## src/rtl/branch_resolver.sv

```systemverilog
// Conditional-branch resolver: issues operands to an external registered comparator and returns taken/target.
// Optional taken-target alignment check enabled by BRANCH_MISALIGN_CHK_EN.
module branch_resolver (
    input  logic        soc_clk,
    input  logic        reset,
    input  logic        br_valid,
    output logic        br_ready,
    input  logic [4:0]  br_op,
    input  logic [31:0] br_pc,
    input  logic [31:0] br_imm,
    input  logic [31:0] br_rs1,
    input  logic [31:0] br_rs2,
    input  logic        br_flush,
    output logic        cmp_dat_ready,
    output logic [4:0]  cmp_op,
    output logic [31:0] cmp_dat1,
    output logic [31:0] cmp_dat2,
    input  logic        cmp_con_met,
    output logic        res_valid,
    input  logic        res_ready,
    output logic        res_taken,
    output logic [31:0] res_target,
    output logic        res_illegal,
    output logic        res_misalign
);

    typedef enum logic [1:0] {IDLE, ISSUE, CAPTURE, RESP} state_t;

    typedef struct packed {
        logic [4:0]  op;
        logic [31:0] pc;
        logic [31:0] imm;
        logic [31:0] rs1;
        logic [31:0] rs2;
    } br_req_t;

    state_t      state_q;
    br_req_t     req_q;
    logic [31:0] tgt_taken;
    logic [31:0] tgt_seq;

    assign tgt_taken = req_q.pc + req_q.imm;
    assign tgt_seq   = req_q.pc + 32'd4;

    // Reset gates br_ready directly so no request slips in while reset is held.
    assign br_ready      = (state_q == IDLE) && !reset;
    assign cmp_dat_ready = (state_q == ISSUE);
    assign cmp_op        = cmp_dat_ready ? req_q.op  : 5'd0;
    assign cmp_dat1      = cmp_dat_ready ? req_q.rs1 : 32'd0;
    assign cmp_dat2      = cmp_dat_ready ? req_q.rs2 : 32'd0;

`ifdef BRANCH_MISALIGN_CHK_EN
    logic misalign_q;
    assign res_misalign = misalign_q;
`else
    assign res_misalign = 1'b0;
`endif

    always_ff @(posedge soc_clk or posedge reset) begin
        if (reset) begin
            state_q     <= IDLE;
            req_q       <= '0;
            res_valid   <= 1'b0;
            res_taken   <= 1'b0;
            res_target  <= 32'd0;
            res_illegal <= 1'b0;
`ifdef BRANCH_MISALIGN_CHK_EN
            misalign_q  <= 1'b0;
`endif
        end else if (br_flush) begin
            state_q     <= IDLE;
            res_valid   <= 1'b0;
            res_taken   <= 1'b0;
            res_target  <= 32'd0;
            res_illegal <= 1'b0;
`ifdef BRANCH_MISALIGN_CHK_EN
            misalign_q  <= 1'b0;
`endif
        end else begin
            case (state_q)
                IDLE: begin
                    if (br_valid) begin
                        req_q <= '{op: br_op, pc: br_pc, imm: br_imm, rs1: br_rs1, rs2: br_rs2};
                        if (br_op > 5'd5) begin
                            // Unknown op: answer immediately, comparator untouched.
                            state_q     <= RESP;
                            res_valid   <= 1'b1;
                            res_taken   <= 1'b0;
                            res_target  <= br_pc + 32'd4;
                            res_illegal <= 1'b1;
                        end else begin
                            state_q <= ISSUE;
                        end
                    end
                end
                ISSUE: state_q <= CAPTURE;
                CAPTURE: begin
                    state_q     <= RESP;
                    res_valid   <= 1'b1;
                    res_taken   <= cmp_con_met;
                    res_target  <= cmp_con_met ? tgt_taken : tgt_seq;
                    res_illegal <= 1'b0;
`ifdef BRANCH_MISALIGN_CHK_EN
                    misalign_q  <= cmp_con_met && (tgt_taken[1:0] != 2'b00);
`endif
                end
                RESP: begin
                    if (res_ready) begin
                        state_q     <= IDLE;
                        res_valid   <= 1'b0;
                        res_taken   <= 1'b0;
                        res_target  <= 32'd0;
                        res_illegal <= 1'b0;
`ifdef BRANCH_MISALIGN_CHK_EN
                        misalign_q  <= 1'b0;
`endif
                    end
                end
                default: state_q <= IDLE;
            endcase
        end
    end

endmodule

```

## config.mk

```make
export PLATFORM = sky130hd
export DESIGN_NAME = branch_resolver
export DESIGN_NICKNAME = d
export VERILOG_FILES = /design/src/rtl/branch_resolver.sv
export SDC_FILE = /design/constraint.sdc
export NUM_CORES = 1
export LEC_CHECK = 0
export ABC_AREA = 1
export BUFFER_PORTS_ARGS = -buffer_cell sky130_fd_sc_hd__buf_2
export CELL_PAD_IN_SITES_DETAIL_PLACEMENT = 2
export CELL_PAD_IN_SITES_GLOBAL_PLACEMENT = 2
export CORE_ASPECT_RATIO = 0.6
export CORE_UTILIZATION = 33
export CTS_CLUSTER_SIZE = 30
export DETAILED_ROUTE_END_ITERATION = 16
export PLACE_DENSITY = 0.84
export SLEW_MARGIN = 10
export SYNTH_ARGS = -nofsm -noshare
export SYNTH_HDL_FRONTEND = slang
export SYNTH_SLANG_ARGS = --single-unit
```

## constraint.sdc

```tcl
create_clock -name soc_clk -period 13.5 [get_ports soc_clk]
set_input_delay 0.675 -clock soc_clk [delete_from_list [all_inputs] [get_ports soc_clk]]
set_output_delay 0.675 -clock soc_clk [all_outputs]
set_load 0.05 [all_outputs]
```

==> results of run 1 <==
## power groups by stage
stage / clock [mW] / sequential (mW) / combinational [mW]
2_1_floorplan: 0 / 1.07 / 1.47
3_3_place_gp: 0 / 1.01 / 2.21
4_1_cts: 0.570 / 1.03 / 2.35
5_1_grt: 0.587 / 1.06 / 2.58
6_report: 0.558 / 1.04 / 2.35
3_5_place_dp: 0 / 1.03 / 2.31
## state kept, by name (all words and copies together), names as in the netlist
register,flops
res_valid,1
req_q,133
res_taken,1
res_illegal,1
res_target,32
state_q,2
## cells by family (layout without fill, tap and decap cells)
group | Yosys count | count (layout)
and+or+nand+nor | 847 | 847
buffers and inverters | 333 | 571
DFF | 170 | 170
AOI/OAI and AO/OA | 156 | 156
muxes | 101 | 101
adders and majority gates | 38 | 38
xor gates and xnor gates | 14 | 14
other | 1 | 2
## synthesized netlist by cell type (all sizes together), types with 3 or more instances
library cell | n | area share (%)
a21o | 4 | 0.26
dfrtp | 170 | 37
nand4 | 14 | 0.75
nor4 | 3 | 0.16
nor2 | 106 | 3.7
a22oi | 3 | 0.19
a21oi | 57 | 2.5
o21bai | 3 | 0.19
nand3 | 107 | 4.7
mux2 | 101 | 9.8
inv | 288 | 9.3
o31ai | 4 | 0.26
xor2 | 12 | 0.91
ha | 37 | 4.0
nand2 | 580 | 19
nor3 | 29 | 1.6
clkbuf | 23 | 0.74
buf | 22 | 0.93
o21ai | 79 | 3.4
## metrics by stage
step	total power [mW]	setup slack, ns	util [%]	instance area (µm²)	hold slack, ns
floorplan	2.54	8.22	-	11600	0.453
global placement	3.21	10.38	38.9	13300	0.455
detailed placement	3.34	10.17	38.9	13300	0.460
CTS	3.95	10.10	40.8	13900	0.267
global route	4.23	9.85	40.8	13900	0.284
finish	3.95	10.13	40.8	13900	0.263
## per-layer routing
| metal | global-route usage (%) | vias up |
|---|---|---|
| met4 | 4.50 | 0 |
| met5 | 0 | - |
| met2 | 42.6 | 272 |
| li1 | - | 5621 |
| met1 | 40.8 | 6097 |
| met3 | 5.81 | 28 |
## area by class of cell
cell class | instances | area (µm²) | share of cell area (%)
antenna | 1 | 2.50 | 0.0180
clock buffer | 17 | 425 | 3.05
multi-input combinational | 1157 | 6100 | 43.7
inverter | 288 | 1090 | 7.79
sequential | 170 | 4250 | 30.5
tap | 459 | 574 | 4.12
timing repair buffer | 251 | 1270 | 9.14
clock inverter | 15 | 225 | 1.62
## worst max-delay path by stage
stage,startpoint,to,slack (ns)
final,state_q[0],res_target[18],10.13
after global routing,state_q[0],res_target[12],9.85
after CTS,state_q[0],res_target[18],10.10
after detailed placement,state_q[0],res_target[18],10.17
after global placement,br_flush,req_q[93],10.38
after floorplan,reset,req_q[0],8.22
## critical path: stages (launching register included)
cell and delay, ns:
dfrtp_1 0.44, inv_1 0.11, ha_1 0.15, buf_4 0.33, nor2_1 0.12, inv_2 0.34, o21ai_1 0.16, nor2_2 0.58
inv_2 0.37, nor2_1 0.37, inv_1 0.11, nand2_1 0.09, nand2_1 0.06, nand2_1 0.06
==> impl_metrics.env, run 1 <==
export IMPL_rrSetupSlack_ns=10.13
export IMPL_row_count=52
export IMPL_ant_nets=0
export IMPL_dpl_hpwl_um=38700
export IMPL_r2r_cells=13
export IMPL_die_area_um2=36000
export IMPL_wl_met2_um=21800
export IMPL_peakVddDrop_mv=0.112
export IMPL_clockPowerShare_pct=14.1
export IMPL_core_um2=34200
export IMPL_grt_use_total_pct=27.9
export IMPL_ctsHoldBuffers=0
export IMPL_placed_cells=2325
export IMPL_post_cts_buffers=0
export IMPL_dieHeight_um=147
export IMPL_syn_to_final_growth_pct=20.0
export IMPL_finalCritPeriodShare_pct=25.0
export IMPL_ys_ff_latch=170
export IMPL_synth_edf_count=0
export IMPL_cts_max_level=4
export IMPL_crit_fanout=29
export IMPL_met3_length_um=2870
export IMPL_p_leak_nw=8.00
export IMPL_via_per_inst=5.10
export IMPL_period_needed_ns=3.37
export IMPL_tns_ns=0
export IMPL_swShare_pct=55.9
export IMPL_synth_top_family_by_area="simple AND/OR/NAND/NOR gates"
export IMPL_clk_pin_slew_ns=0.08
export IMPL_combPwrFrac_pct=59.6
export IMPL_cts_resized=0
export IMPL_start_kind="register"
export IMPL_rsz0062_at_grt="no"
export IMPL_grt_start_max_net_pins=89
export IMPL_drive_gt1_share_pct=22.2
export IMPL_grt_ovfl_total=0
export IMPL_clock_skew_ns=0.0105
export IMPL_worstReg2RegEnd="res_target[18]"
export IMPL_syn_num_nets=1837
export IMPL_syn_area_um2=11600
export IMPL_routed_top_layer="met4"
export IMPL_synth_compound_area_share_pct=7.19
export IMPL_drt_total_wl_um=49300
export IMPL_synth_distinct_cells=43
export IMPL_cts_made_buffers=17
export IMPL_critical_path_required_ns=13.89
export IMPL_rr_startpoint="state_q[0]"
export IMPL_avgSynthCellArea_um2=6.99
export IMPL_die_w_um=244
export IMPL_max_cap_violations=0
export IMPL_avgRoutedWirePerCell_um=20.9
export IMPL_yosys_area_share_adder_pct=4.16
export IMPL_grt_pass1_vias=13100
export IMPL_synth_ff_type="dfrtp_1"
export IMPL_arrival_ns=3.76
export IMPL_final_cells=2358
export IMPL_status="finished clean"
export IMPL_hold_class="input pin to async pin"
export IMPL_tritoncts="built"
export IMPL_drt_iter0_markers=742
export IMPL_async_reset_ff_share_pct=100
export IMPL_p_sw_mw=2.21
export IMPL_drc=0
export IMPL_final_common_cell="nand2_1"
export IMPL_drt_met1_wl_um=24200
export IMPL_fin_nets=2062
export IMPL_numClockSinks=170
export IMPL_cts_buffer_depth=2
export IMPL_antenna_found_initial=2
export IMPL_p_int_mw=1.74
export IMPL_p_per_area_nw_per_um2=283
export IMPL_nFillCells=4096
export IMPL_most_common_layout_cells="nand2_1, inv_1, buf_2"
export IMPL_hold_viol_final=0
export IMPL_synth_seq_area_share_pct=36.6
export IMPL_via_count=12000
export IMPL_ios=246
export IMPL_numPortBuffers=244
export IMPL_slew_viol_final=0
export IMPL_endpoint_kind="register"
export IMPL_muxShareOfSynthArea_pct=9.80
export IMPL_setup_viol=0
export IMPL_dr_pass1_iters=5
export IMPL_critical_path_class="register to register"
export IMPL_relSlewSlack_pct=28.9
export IMPL_p_seq_share_pct=26.3
export IMPL_synthSimpleGateAreaFrac_pct=30.2
export IMPL_syn_inst=1660
export IMPL_start_util_pct=34.0
export IMPL_insertion_delay_ns=0.46
export IMPL_synth_xor_area_share_pct=1.06
export IMPL_place_gp_congestion=0.887
export IMPL_cts_root_buffer="clkbuf_16"
export IMPL_worst_pin_slew_ns=1.07
export IMPL_ys_warn_count=0
export IMPL_fmax_mhz=297
export IMPL_grt_pass1_wl_um=76100
Note: power is estimated with default switching activity, not from simulation.
==> run 2, diff against run 1 <==
Settings changed: CORE_UTILIZATION 33 to 28, PLACE_DENSITY 0.84 to 0.75.
Clock period 13.5 ns to 3.03 ns, I/O delays scaled along.
==> run 2 against run 1 <==
- power increased to 4.7 times the previous value
- fmax increased by 22%
- final area increased by 10%
- clock skew increased by 0.0089 ns
- worst setup slack got worse by 9.9 ns
==> impl_metrics.env, run 2 (synthesis gave the netlist of run 1 again) <==
export IMPL_dr_pass1_iters=8
export IMPL_clk_pin_slew_ns=0.09
export IMPL_drive_gt1_share_pct=22.4
export IMPL_rrSetupSlack_ns=0.28
export IMPL_row_count=57
export IMPL_cts_root_buffer="clkbuf_16"
export IMPL_tritoncts="built"
export IMPL_grt_pass1_wl_um=86800
export IMPL_die_w_um=265
export IMPL_via_per_inst=5.00
export IMPL_crit_family="compound AO/OA/AOI/OAI gates"
export IMPL_post_cts_buffers=0
export IMPL_place_area_um2=13700
export IMPL_ant_nets=0
export IMPL_drt_total_wl_um=57800
export IMPL_cts_max_level=4
export IMPL_drc=0
export IMPL_holdWs_ns=0.0171
export IMPL_final_cell_area_um2=15400
export IMPL_period_needed_ns=2.75
export IMPL_p_leak_nw=8.62
export IMPL_grt_pass1_vias=14000
export IMPL_cts_resized=0
export IMPL_via_count=12900
export IMPL_top_regs="req_q: 133 flops, res_target: 32 flops, state_q: 2 flops"
export IMPL_critical_path_class="register to register"
export IMPL_relSlewSlack_pct=31.8
export IMPL_grt_start_max_net_pins=71
export IMPL_cts_buffer_depth=2
export IMPL_largest_register="req_q"
export IMPL_fin_nets=2203
export IMPL_worst_path_max_delay_cell="o21ai_0"
export IMPL_slew_viol_final=0
export IMPL_critical_path_required_ns=3.40
export IMPL_avgRoutedWirePerCell_um=22.5
export IMPL_insertion_delay_ns=0.47
export IMPL_largest_reg_flops=133
export IMPL_antenna_found_initial=2
export IMPL_dpl_hpwl_um=41700
export IMPL_status="finished clean"
export IMPL_endpoint_kind="register"
export IMPL_peakVddDrop_mv=0.516
export IMPL_nFillCells=4839
export IMPL_start_kind="register"
export IMPL_finalCritPeriodShare_pct=90.8
export IMPL_rsz0062_at_grt="no"
export IMPL_slowest_delay_ns=0.47
export IMPL_cts_made_buffers=17
export IMPL_numPortBuffers=244
export IMPL_p_per_area_nw_per_um2=1200
export IMPL_die_area_um2=42300
export IMPL_place_gp_congestion=0.899
export IMPL_numClockSinks=170
export IMPL_worst_pin_slew_ns=1.02
export IMPL_grt_use_total_pct=27.5
export IMPL_hold_viol_final=0
export IMPL_syn_to_final_growth_pct=32.6
export IMPL_critPathBufInv=0
export IMPL_start_util_pct=28.6
export IMPL_hold_class="input pin to register"
export IMPL_tns_ns=0
export IMPL_grt_ovfl_total=0
export IMPL_arrival_ns=3.12
export IMPL_clock_skew_ns=0.0194
export IMPL_dieHeight_um=160
export IMPL_crit_fanout=4
export IMPL_placed_cells=2431
export IMPL_core_um2=40700
export IMPL_post_route_util_pct=37.9
export IMPL_most_common_layout_cells="nand2_1, inv_1, buf_2"
export IMPL_drt_iter0_markers=850
export IMPL_fmax_mhz=363
export IMPL_setup_viol=0
export IMPL_ios=246
export IMPL_final_cells=2572
export IMPL_final_common_cell="nand2_1"
export IMPL_max_cap_violations=0
export IMPL_crit_path_cell_trace="ha_1 > fa_1 > nand3_1 > nand3_1 > a21oi_1 > nor2_1 > o21ai_0 > o31ai_1 > nand2_1 > nand2_1"
-- run 2: worst reg2reg max path, stage by stage, from the launching register on --
cell     delay [ns]
dfrtp_1        0.42
ha_1           0.26
fa_1           0.46
nand3_1        0.14
nand3_1        0.17
a21oi_1        0.34
nor2_1         0.08
o21ai_0        0.47
o31ai_1        0.15
nand2_1        0.09
nand2_1        0.06
-- run 2: worst paths after layout --
path,from,end,depth (start not counted)
worst max register to register,req_q[64],res_target[8],10
worst max-delay path,req_q[64],res_target[8],10
min in group asynchronous,reset,res_target[4],3
worst min register to register,res_target[11],res_target[11],2
max in group asynchronous,reset,req_q[46],4
worst min-delay path,br_flush,state_q[1],4
-- run 2: through the flow --
| stage | setup WS, ns | total power [mW] |
|---|---|---|
| 6_report | 0.278 | 18.4 |
| 5_1_grt | 0.110 | 19.6 |
| 2_1_floorplan | 0.710 | 11.3 |
| 3_3_place_gp | 0.466 | 14.9 |
| 4_1_cts | 0.372 | 18.1 |
| 3_5_place_dp | 0.410 | 15.3 |
-- run 2: final cells by class --
cell class,count,area [µm²],area share [%]
Antenna cell,2,5.00,0.0325
Clock buffer,17,425,2.76
Clock inverter,15,213,1.38
Inverter,288,1080,7.05
Multi-Input combinational cell,1157,6100,39.6
Sequential cell,170,4250,27.6
Tap cell,531,664,4.32
Timing Repair Buffer,392,2650,17.2
-- run 2: layer usage --
metal  routed length, µm  share of wire (%)  global-route usage, %
met2               25100                 43                   41.7
met5                   0                  0                      0
met3                3960                6.9                   6.49
met4                1150                2.0                   6.67
met1               27500                 48                   39.0
-- run 2: repair_timing --
action,4_1_cts,5_1_grt
endpoints found under the setup margin,0,0
hold buffers,107,0
hold endpoints to repair,138,0
-- run 2: power breakdown --
| group | internal (mW) | leakage, nW | switching, mW | total, mW |
|---|---|---|---|---|
| logic | 3.39 | 6.24 | 7.99 | 11.4 |
| clock network | 1.21 | 0.306 | 1.28 | 2.49 |
| registers | 3.39 | 2.08 | 1.16 | 4.55 |
| total | 7.98 | 8.62 | 10.4 | 18.4 |
==> run 3, diff against run 2 <==
Settings changed: GPL_TIMING_DRIVEN from default to 0, SETUP_SLACK_MARGIN from default to 0.15.
Clock period 3.03 ns to 2.4 ns, I/O delays scaled along.
==> run 3 against run 2 <==
- largest power group unchanged
- worst setup slack got worse by 0.40 ns
- clock-buffer cell count is 1 higher
- fmax rose by 9.0%
- non-clock buffer count up 69
- worst hold slack worse by 0.0011 ns
- critical path depth up 2
- final area rose by 12%
- via count up 8.6%
- sequential power up 37%
- the flow now finishes with violations (setup timing)
- critical path type unchanged
- clock skew fell by 0.0014 ns
- global-route usage up 2.9 points
==> impl_metrics.env, run 3 (synthesis gave the netlist of run 1 again) <==
export IMPL_avgRoutedWirePerCell_um=26.7
export IMPL_grt_ovfl_total=0
export IMPL_grt_pass1_wl_um=95500
export IMPL_largest_register="req_q"
export IMPL_regArea_um2=4290
export IMPL_dpl_hpwl_um=42800
export IMPL_cts_buffer_depth=2
export IMPL_worst_pin_slew_ns=1.19
export IMPL_holdWs_ns=0.0160
export IMPL_final_cells=2643
export IMPL_fin_nets=2272
export IMPL_dr_pass1_iters=7
export IMPL_crit_fanout=4
export IMPL_numPortBuffers=244
export IMPL_drc=0
export IMPL_hold_depth=4
export IMPL_syn_to_final_growth_pct=48.0
export IMPL_numClockSinks=170
export IMPL_most_common_layout_cells="nand2_1, inv_1, buf_2"
export IMPL_slew_viol_final=0
export IMPL_critical_path_class="register to register"
export IMPL_cts_max_level=4
export IMPL_start_kind="register"
export IMPL_ant_nets=0
export IMPL_grt_start_max_net_pins=37
export IMPL_fmax_mhz=396
export IMPL_p_per_area_nw_per_um2=1670
export IMPL_hold_viol_final=0
export IMPL_status="complete, but fails checks"
export IMPL_p_leak_nw=9.11
export IMPL_period_needed_ns=2.53
export IMPL_setup_viol=9
export IMPL_antenna_found_initial=6
export IMPL_via_per_inst=5.29
export IMPL_drive_gt1_share_pct=34.6
export IMPL_clock_skew_ns=0.0180
export IMPL_multi_input_area_um2=7190
export IMPL_drt_iter0_markers=983
export IMPL_rsz0062_at_grt="yes"
export IMPL_finalCritPeriodShare_pct=105
export IMPL_dieHeight_um=160
export IMPL_ios=246
export IMPL_max_cap_violations=0
export IMPL_grt_use_total_pct=30.4
export IMPL_largest_reg_flops=133
export IMPL_cts_made_buffers=17
export IMPL_die_area_um2=42300
export IMPL_insertion_delay_ns=0.48
export IMPL_die_w_um=265
export IMPL_row_count=57
export IMPL_peakVddDrop_mv=0.582
export IMPL_nFillCells=4607
export IMPL_violations="setup timing"
export IMPL_dp_slack_ns=-0.520
export IMPL_worst_slack_ns=-0.125
export IMPL_cts_root_buffer="clkbuf_16"
export IMPL_power_mw=28.6
export IMPL_drt_total_wl_um=70600
export IMPL_endpoint_kind="register"
export IMPL_arrival_ns=2.89
export IMPL_post_route_util_pct=42.3
export IMPL_place_gp_congestion=0.946
export IMPL_top_regs="req_q: 133 flops, res_target: 32 flops, state_q: 2 flops"
export IMPL_r2r_cells=12
export IMPL_relSlewSlack_pct=20.5
export IMPL_final_common_cell="nand2_1"
export IMPL_tritoncts="built"
export IMPL_grt_pass1_vias=15200
export IMPL_core_um2=40700
export IMPL_start_util_pct=28.6
export IMPL_placed_cells=2440
export IMPL_critical_path_required_ns=2.77
export IMPL_hold_class="input pin to register"
export IMPL_via_count=14000
export IMPL_clk_pin_slew_ns=0.08
## run 3: where the power goes
| part | internal (mW) | switching (mW) | leakage [nW] |
|---|---|---|---|
| combinational | 6.27 | 12.8 | 6.74 |
| clock | 1.80 | 1.56 | 0.320 |
| sequential | 4.33 | 1.91 | 2.04 |
## run 3: worst paths after layout
check                                from  slack, ns             end
max reg2reg                     req_q[64]      -0.13  res_target[16]
min                             br_pc[21]       0.02  res_target[21]
min reg2reg                res_target[26]       0.49  res_target[26]
max in group asynchronous           reset       1.05       req_q[73]
min in group asynchronous           reset       0.24       req_q[23]
max                             req_q[64]      -0.13  res_target[16]
## run 3: area by class of cell
type / count / share of cell area, %
Tap cell: 531 / 3.87
Buffer: 45 / 1.73
Clock buffer: 18 / 2.50
Timing Repair Buffer: 416 / 17.4
Clock inverter: 14 / 1.31
Sequential cell: 170 / 25.0
Antenna cell: 4 / 0.0583
Multi-Input combinational cell: 1157 / 41.9
Inverter: 288 / 6.34
## run 3: worst max-delay path, cell delays in order, from the launching register on
cell	delay (ns)
dfrtp_1	0.46
ha_4	0.21
fa_2	0.44
nand3_4	0.11
nand3_4	0.13
a21oi_4	0.23
nor2_2	0.05
o21bai_1	0.18
nand3_2	0.17
nand2_2	0.19
nand2_2	0.10
nand2_2	0.07
nand2_1	0.06
## run 3: routing by layer
metal	share of wire, %	GRT usage, %	up-vias
met1	43	40.2	7198
met4	4.2	10.9	4
met3	6.0	6.52	185
met5	0.025	0	-
li1	-	-	6048
met2	47	48.7	538
## run 3: what timing repair did
| action | CTS | global route |
|---|---|---|
| resized for setup | 198 | 183 |
| setup endpoints to repair | 216 | 211 |
| hold endpoints to repair | 150 | 0 |
| setup buffers | 21 | 30 |
| pin swaps | 29 | 31 |
| hold buffers | 116 | 0 |
## run 3: metrics by stage
stage	TNS, ns	instance area, µm²
finish	-0.462	17200
global placement	-203.73	13500
CTS	0	16400
floorplan	0	11600
detailed placement	-24.76	13600
global route	-0.962	17200
